<file path="config.mk">
export PLATFORM = sky130hd
export DESIGN_NAME = key_loader
export DESIGN_NICKNAME = d
export VERILOG_FILES = /design/src/rtl/key_loader.sv
export SDC_FILE = /design/constraint.sdc
export NUM_CORES = 1
export LEC_CHECK = 0
export BUFFER_PORTS_ARGS = -buffer_cell sky130_fd_sc_hd__buf_2
export CORE_MARGIN = 8
export CORE_UTILIZATION = 60
export DETAILED_ROUTE_END_ITERATION = 6
export GPL_TIMING_DRIVEN = 0
export PLACE_DENSITY = 0.89
export SYNTH_ARGS = -nofsm -noshare
export SYNTH_HDL_FRONTEND = slang
export SYNTH_SLANG_ARGS = --single-unit
</file>
<file path="constraint.sdc">
create_clock -name clk -period 5 [get_ports clk]
set_clock_uncertainty 0.2 [all_clocks]
set_input_delay 0.25 -clock clk [delete_from_list [all_inputs] [get_ports clk]]
set_output_delay 0.25 -clock clk [all_outputs]
set_load 0.01 [all_outputs]
</file>
<file path="src/rtl/key_loader.sv">
// ---------------------------------------------------------------------------
// key_loader
//   Receives a serial key (MSB first, optional trailing even-parity bit) and
//   presents it as a write-once parallel key for a locked controller.
//
// Parameters
//   KEY_W   width of the parallel key (2..32)
//   PAR_EN  1 = an even-parity bit follows the key bits, 0 = no parity bit
//   TMO     maximum number of consecutive idle cycles between key bits
//
// Ports
//   clk          single clock, rising edge
//   rst          synchronous active-high reset
//   key_start    one-cycle pulse that begins (or restarts) a key load
//   key_bit      serial key data, MSB first, parity bit last
//   key_bit_vld  key_bit is valid this cycle
//   key_out      parallel key, non-zero only while a checked key is held
//   key_valid    key_out holds a checked key
//   busy         a load is in progress (shift or parity phase)
//   err          the last load failed (parity mismatch or timeout)
// ---------------------------------------------------------------------------
module key_loader #(
  parameter int KEY_W  = 8,
  parameter int PAR_EN = 1,
  parameter int TMO    = 16
) (
  input  logic             clk,
  input  logic             rst,
  input  logic             key_start,
  input  logic             key_bit,
  input  logic             key_bit_vld,
  output logic [KEY_W-1:0] key_out,
  output logic             key_valid,
  output logic             busy,
  output logic             err
);

  localparam logic [2:0] S_IDLE   = 3'd0;
  localparam logic [2:0] S_SHIFT  = 3'd1;
  localparam logic [2:0] S_PARITY = 3'd2;
  localparam logic [2:0] S_LOCKED = 3'd3;
  localparam logic [2:0] S_ERROR  = 3'd4;

  localparam int CNT_W  = $clog2(KEY_W + 1);
  localparam int IDLE_W = $clog2(TMO + 1);

  localparam logic [CNT_W-1:0]  BIT_LAST  = CNT_W'(KEY_W - 1);
  localparam logic [CNT_W-1:0]  BIT_ONE   = CNT_W'(1);
  localparam logic [IDLE_W-1:0] IDLE_LAST = IDLE_W'(TMO - 1);
  localparam logic [IDLE_W-1:0] IDLE_ONE  = IDLE_W'(1);

  // Even parity: the parity bit makes the total number of ones even,
  // so the expected parity bit is the XOR-reduction of the key.
  function automatic logic even_parity(input logic [KEY_W-1:0] value);
    return ^value;
  endfunction

  logic [2:0]        state_r,     state_nxt_s;
  logic [KEY_W-1:0]  sr_r,        sr_nxt_s;
  logic [CNT_W-1:0]  bit_cnt_r,   bit_cnt_nxt_s;
  logic [IDLE_W-1:0] idle_cnt_r,  idle_cnt_nxt_s;
  logic [KEY_W-1:0]  key_out_r,   key_out_nxt_s;
  logic              key_valid_r, key_valid_nxt_s;
  logic [KEY_W-1:0]  sr_shift_s;

  assign sr_shift_s = {sr_r[KEY_W-2:0], key_bit};

  // Next-state, datapath and output-register update rules.
  always_comb begin
    state_nxt_s     = state_r;
    sr_nxt_s        = sr_r;
    bit_cnt_nxt_s   = bit_cnt_r;
    idle_cnt_nxt_s  = idle_cnt_r;
    key_out_nxt_s   = key_out_r;
    key_valid_nxt_s = key_valid_r;

    case (state_r)
      S_IDLE: begin
        // Serial bits are ignored until a load is started.
        if (key_start) begin
          state_nxt_s    = S_SHIFT;
          sr_nxt_s       = '0;
          bit_cnt_nxt_s  = '0;
          idle_cnt_nxt_s = '0;
        end else begin
          state_nxt_s = S_IDLE;
        end
      end

      S_SHIFT: begin
        // key_start wins over a same-cycle bit: that bit is discarded.
        if (key_start) begin
          state_nxt_s    = S_SHIFT;
          sr_nxt_s       = '0;
          bit_cnt_nxt_s  = '0;
          idle_cnt_nxt_s = '0;
        end else if (key_bit_vld) begin
          idle_cnt_nxt_s = '0;
          sr_nxt_s       = sr_shift_s;
          bit_cnt_nxt_s  = bit_cnt_r + BIT_ONE;
          if (bit_cnt_r == BIT_LAST) begin
            if (PAR_EN != 0) begin
              state_nxt_s = S_PARITY;
            end else begin
              // Without parity the key is accepted with its last bit.
              state_nxt_s     = S_LOCKED;
              key_out_nxt_s   = sr_shift_s;
              key_valid_nxt_s = 1'b1;
            end
          end else begin
            state_nxt_s = S_SHIFT;
          end
        end else if (idle_cnt_r == IDLE_LAST) begin
          state_nxt_s    = S_ERROR;
          idle_cnt_nxt_s = idle_cnt_r + IDLE_ONE;
        end else begin
          idle_cnt_nxt_s = idle_cnt_r + IDLE_ONE;
        end
      end

      S_PARITY: begin
        if (key_start) begin
          state_nxt_s    = S_SHIFT;
          sr_nxt_s       = '0;
          bit_cnt_nxt_s  = '0;
          idle_cnt_nxt_s = '0;
        end else if (key_bit_vld) begin
          idle_cnt_nxt_s = '0;
          if (key_bit == even_parity(sr_r)) begin
            state_nxt_s     = S_LOCKED;
            key_out_nxt_s   = sr_r;
            key_valid_nxt_s = 1'b1;
          end else begin
            state_nxt_s = S_ERROR;
          end
        end else if (idle_cnt_r == IDLE_LAST) begin
          state_nxt_s    = S_ERROR;
          idle_cnt_nxt_s = idle_cnt_r + IDLE_ONE;
        end else begin
          idle_cnt_nxt_s = idle_cnt_r + IDLE_ONE;
        end
      end

      S_LOCKED: begin
        // Write-once: only reset leaves this state.
        state_nxt_s = S_LOCKED;
      end

      S_ERROR: begin
        key_out_nxt_s   = '0;
        key_valid_nxt_s = 1'b0;
        if (key_start) begin
          state_nxt_s    = S_SHIFT;
          sr_nxt_s       = '0;
          bit_cnt_nxt_s  = '0;
          idle_cnt_nxt_s = '0;
        end else begin
          state_nxt_s = S_ERROR;
        end
      end

      default: begin
        // Unreachable encodings recover to a clean idle state.
        state_nxt_s     = S_IDLE;
        sr_nxt_s        = '0;
        bit_cnt_nxt_s   = '0;
        idle_cnt_nxt_s  = '0;
        key_out_nxt_s   = '0;
        key_valid_nxt_s = 1'b0;
      end
    endcase
  end

  // State and datapath registers with synchronous reset.
  always_ff @(posedge clk) begin
    if (rst) begin
      state_r     <= S_IDLE;
      sr_r        <= '0;
      bit_cnt_r   <= '0;
      idle_cnt_r  <= '0;
      key_out_r   <= '0;
      key_valid_r <= 1'b0;
    end else begin
      state_r     <= state_nxt_s;
      sr_r        <= sr_nxt_s;
      bit_cnt_r   <= bit_cnt_nxt_s;
      idle_cnt_r  <= idle_cnt_nxt_s;
      key_out_r   <= key_out_nxt_s;
      key_valid_r <= key_valid_nxt_s;
    end
  end

  assign key_out   = key_out_r;
  assign key_valid = key_valid_r;
  // Status flags are pure decodes of the registered state.
  assign busy      = (state_r == S_SHIFT) || (state_r == S_PARITY);
  assign err       = (state_r == S_ERROR);

endmodule

</file>
* Word level (Yosys, flattened, before mapping)
Index checks and enable logic that the tools add are counted.
** Word-level totals
- Bits in registers :: 29
- Output and inout port bits :: 11
- Logic and storage cells :: 63
** Operators by class
- Add/subtract/negate cells :: 2
- Equal/unequal tests :: 13
- Multiplexer cells :: 30
- Bitwise logic cells :: 2
- Reduce and logical (&&, ||, !) cells :: 10
** Operator list (number)
- $mux W8 :: 6
- $pmux W8 S3 :: 1
- $mux W3 :: 7
- $pmux W8 S2 :: 1
- $mux W5 :: 3
- $pmux W3 S5 :: 1
- $pmux W5 S3 :: 1
- $mux W4 :: 3
- $pmux W4 S3 :: 1
- $reduce_xor A8 Y1 :: 1
- $eq A3 B2 Y1 const B :: 2
- $ne A2 B2 Y1 const B :: 3
- $reduce_or A3 Y1 :: 2
- $add A5 B1 Y5 const B :: 1
- $eq A5 B4 Y1 const B :: 1
- $add A4 B1 Y4 const B :: 1
- $eq A4 B3 Y1 const B :: 1
- $mux W1 :: 4
- $ne A2 B1 Y1 const B :: 2
- $reduce_and A4 Y1 :: 1
- $reduce_or A2 Y1 :: 2
- $eq A3 B1 Y1 const B :: 1
- $eq A3 B3 Y1 const B :: 1
- $logic_not A3 Y1 :: 1
- other kinds (8) :: 9

* Longest topological paths before layout
- Depth in word-level cells :: 6
- Mapped depth :: 7

* Least setup slack after synthesis
OpenSTA, ideal clock, no wires.
- Path kind :: flip-flop to flip-flop
- Start :: register idle_cnt_r[0]
- End :: register state_r[0]
- Setup time :: 0.074 ns
- Arrival time :: 1.571 ns
- Data required time :: 4.726 ns
- Setup slack :: 3.154 ns
- Cell stages (with the launch flop) :: 8
- Period minus slack after synthesis :: 1.846 ns
- Cells stage by stage :: dfxtp_1 -> ha_1 -> and3_1 -> ha_1 -> nand2b_1 -> a211oi_1 -> or4_1 -> o21ai_0
** On the way
- Cells in the longest elaborated chain, start to end :: 5
** Ends and longest elaborated chain
- start, declared :: line 61 : logic [IDLE_W-1:0] idle_cnt_r, idle_cnt_nxt_s;
- start signal, assigned :: line 187 : idle_cnt_r <= idle_cnt_nxt_s;
- $eq A5 B4 Y1 (*) :: line 113, 136
- $mux W3 (*)
- $mux W3 (on tied branches) (2 in series)
- $pmux W3 S5 (*)
- end signal, assigned :: line 184 : state_r <= state_nxt_s;
- end, declared :: line 58 : logic [2:0] state_r, state_nxt_s;
Every way passes the cells marked *; elsewhere a longest branch is shown, timed or not.
A chain may end at the register's enable or synchronous reset.

* Worst setup path in the final report
- Start :: input key_bit
- End :: register state_r[2]
** On the way
- Cells in the longest elaborated chain, start to end :: 5
** Ends and longest elaborated chain
- start, declared :: line 30 : input logic key_bit,
- $eq A1 B1 Y1 :: line 129 : if (key_bit == even_parity(sr_r)) begin
- $mux W3 :: line 129
- $mux W3 :: line 127 : end else if (key_bit_vld) begin
- $mux W3 :: line 122 : if (key_start) begin
- $pmux W3 S5 :: line 77 : case (state_r)
Every way passes these cells.

==> out/metrics.yaml <==
status:
  status: "finished clean"
pwr:
  power_density_nw_per_um2: 250.2
  leakage_nw: 0.6098
  vdd_ir_drop_max_v: 0.0002444
min_path:
  min_path_type: "in -> reg"
cts:
  ctsHoldBuffers: 1
  clock_path_buffers: 2
  clkTransAtPathRegs_ps: 100
  clock_sinks: 29
  clock-root-buffer: "clkbuf_4"
  htree_levels: 2
  worstSkewPairLatency_ps: 330
  cts_tree: "yes"
  cts_resized: 0
  post_cts_buffers: 0
  cts_made_buffers: 5
synth:
  synthArstFlopShare: 0
  ys_ff_latch: 29
  synth_edf_count: 0
  yosysSeqAreaShare: 0.3993
  synth_ff_type: "dfxtp_1"
  synth_top_cell_area_share: 0.3993
  ys_types: 43
  synth_nets: 179
  yosys-top-cells-area: "dfxtp_1 (40%), nand2_1 (6.5%), o22ai_1 (3.9%)"
  synth_area_um2: 1454
  netlist_instances: 171
  yosysTopAreaCell: "dfxtp_1"
  ys_warn_count: 0
  syn_area_per_cell_um2: 8.502
die:
  dieWidth_um: 65.23
  start_util: 0.6090
  die_y_um: 65.23
  num_rows: 18
  io_pins: 16
  core-area_um2: 2387
  die_area_um2: 4254
timing:
  max_freq_ghz: 0.4919
  min_period_over_period: 0.4066
  finalSetupViolations: 0
  setup_tns_ps: 0
  finalMaxSlewViolations: 0
  hold_viol: 0
  min_period_ps: 2033
  slew_headroom: 0.5843
  grt_setup_unrepaired: "no"
  worst_pin_slew_ps: 618.3
worst_setup_path:
  critPathKind: "in -> reg"
  cp_max_fo: 3
  worstPathRequired_ps: 5030
  startpoint_type: "input port"
  crit_arrival_ps: 2060
  end_kind: "flip-flop"
routing:
  antenna_left: 0
  via_per_inst: 5.549
  wire_per_inst_um: 13.30
  via_count: 1243
  wirelength_um: 2979
  drc: 0
  drtIter0Drc: 67
  drt_pass1_iterations: 4
flow_run:
  maxCapViolCount: 0
placed_design:
  dp_hpwl_um: 2270
  place_area_um2: 1562
  place.gp.congestion: 0.8763
  portBuffers: 14
global_route:
  met1_usage: 0.1837
  grt.overflow.total: 0
  grt_usage: 0.1589
  grt_pass1_wl_um: 5388
  antenna_found_initial: 0
  grt_util_met2: 0.2472
  grt_max_degree: 11
  grt_pass1_vias: 1231
  busiest_layer: "met2"
  grtUsageMet3: 0.06293
finish:
  area_delta_synth_final_pct: 11.62
  nets: 201
  drive_gt1_frac: 0.1701
  final_common_cell: "dfxtp_1"
  layout_common_cells: "dfxtp_1 (29), nand2_1 (25), buf_2 (18)"
  stdcell_area_um2: 1623
  antenna_cells: 0
  fillCellCount: 205
## layer usage
metal  wire (µm)  part of all wire
met5           0                 0
met4          59             0.020
met3         197             0.066
met2        1370              0.46
met1        1352              0.45
## per-stage QoR
step / utilization / cells / power [mW] / hold slack (ps) / setup slack (ps)
after global routing: 0.6798 / 224 / 0.4263 / 12.46 / 2839
after detailed placement: 0.6541 / 215 / 0.2757 / 249.0 / 3015
final: 0.6798 / 224 / 0.4061 / 25.80 / 2967
after floorplan: - / 171 / 0.2668 / 186.0 / 3155
after CTS: 0.6798 / 224 / 0.4090 / 7.502 / 2970
after global placement: 0.6541 / 215 / 0.2741 / 241.1 / 3048
## cell type report
type                            count  area (µm²)  share of cell area
Timing Repair Buffer               15       80.08             0.04934
Inverter                           14       52.55             0.03238
Tap cell                           30       37.54             0.02313
Multi-Input combinational cell    119       774.5              0.4773
Clock buffer                        6       41.29             0.02544
Buffer                              9       46.29             0.02853
Sequential cell                    29       580.6              0.3577
Clock inverter                      2       10.01            0.006168
## sequential cells by signal (all words and copies together), names as in the netlist
| name | flops |
|---|---|
| key_out | 8 |
| idle_cnt_r | 5 |
| state_r | 3 |
| sr_r | 8 |
| key_valid | 1 |
| bit_cnt_r | 4 |
## critical path, cell delays in order
cell and delay, ps:
dlygate4sd3_1 530, buf_2 130, xnor2_1 180, xnor3_2 440, xor2_1 230, o311a_1 300
## final timing paths
kind              slack, ps                        from  cells past startpoint                 endpoint
hold reg to reg         260     key_out[4]$_SDFFE_PP0P_                      2  key_out[4]$_SDFFE_PP0P_
setup reg to reg       2980  idle_cnt_r[0]$_SDFFE_PP0P_                      7    state_r[0]$_SDFF_PP0_
hold / removal           30                         rst                      3    state_r[2]$_SDFF_PP0_
setup / recovery       2970                     key_bit                      6    state_r[2]$_SDFF_PP0_
## synthesized netlist by cell type (2+ instances only)
cell type / count
a211oi_1: 3
a21oi_1: 11
a22oi_1: 3
buf_2: 4
buf_4: 2
clkbuf_1: 3
dfxtp_1: 29
ha_1: 3
inv_1: 14
nand2_1: 25
nand2b_1: 3
nand3_1: 8
nand3b_1: 4
nor2_1: 10
o21a_1: 2
o21ai_0: 5
o22ai_1: 9
o311a_1: 2
or3_1: 3
xnor2_1: 4
xor2_1: 2
## logic make-up after synthesis
family,Yosys count,share of synthesized area
AND/OR/NAND/NOR,64,0.2229
AO/OA/AOI/OAI,41,0.1833
flip-flops,29,0.3993
buffers and inverters,23,0.06798
XOR/XNOR,8,0.06798
multiplexers,3,0.03270
adder cells (fa/ha/maj),3,0.02582
## power breakdown
part / internal, mW / switching (mW)
logic: 0.0140 / 0.0222
registers: 0.233 / 0.00228
clock network: 0.0534 / 0.0813
total: 0.300 / 0.106
(Power assumes the default switching activity.)
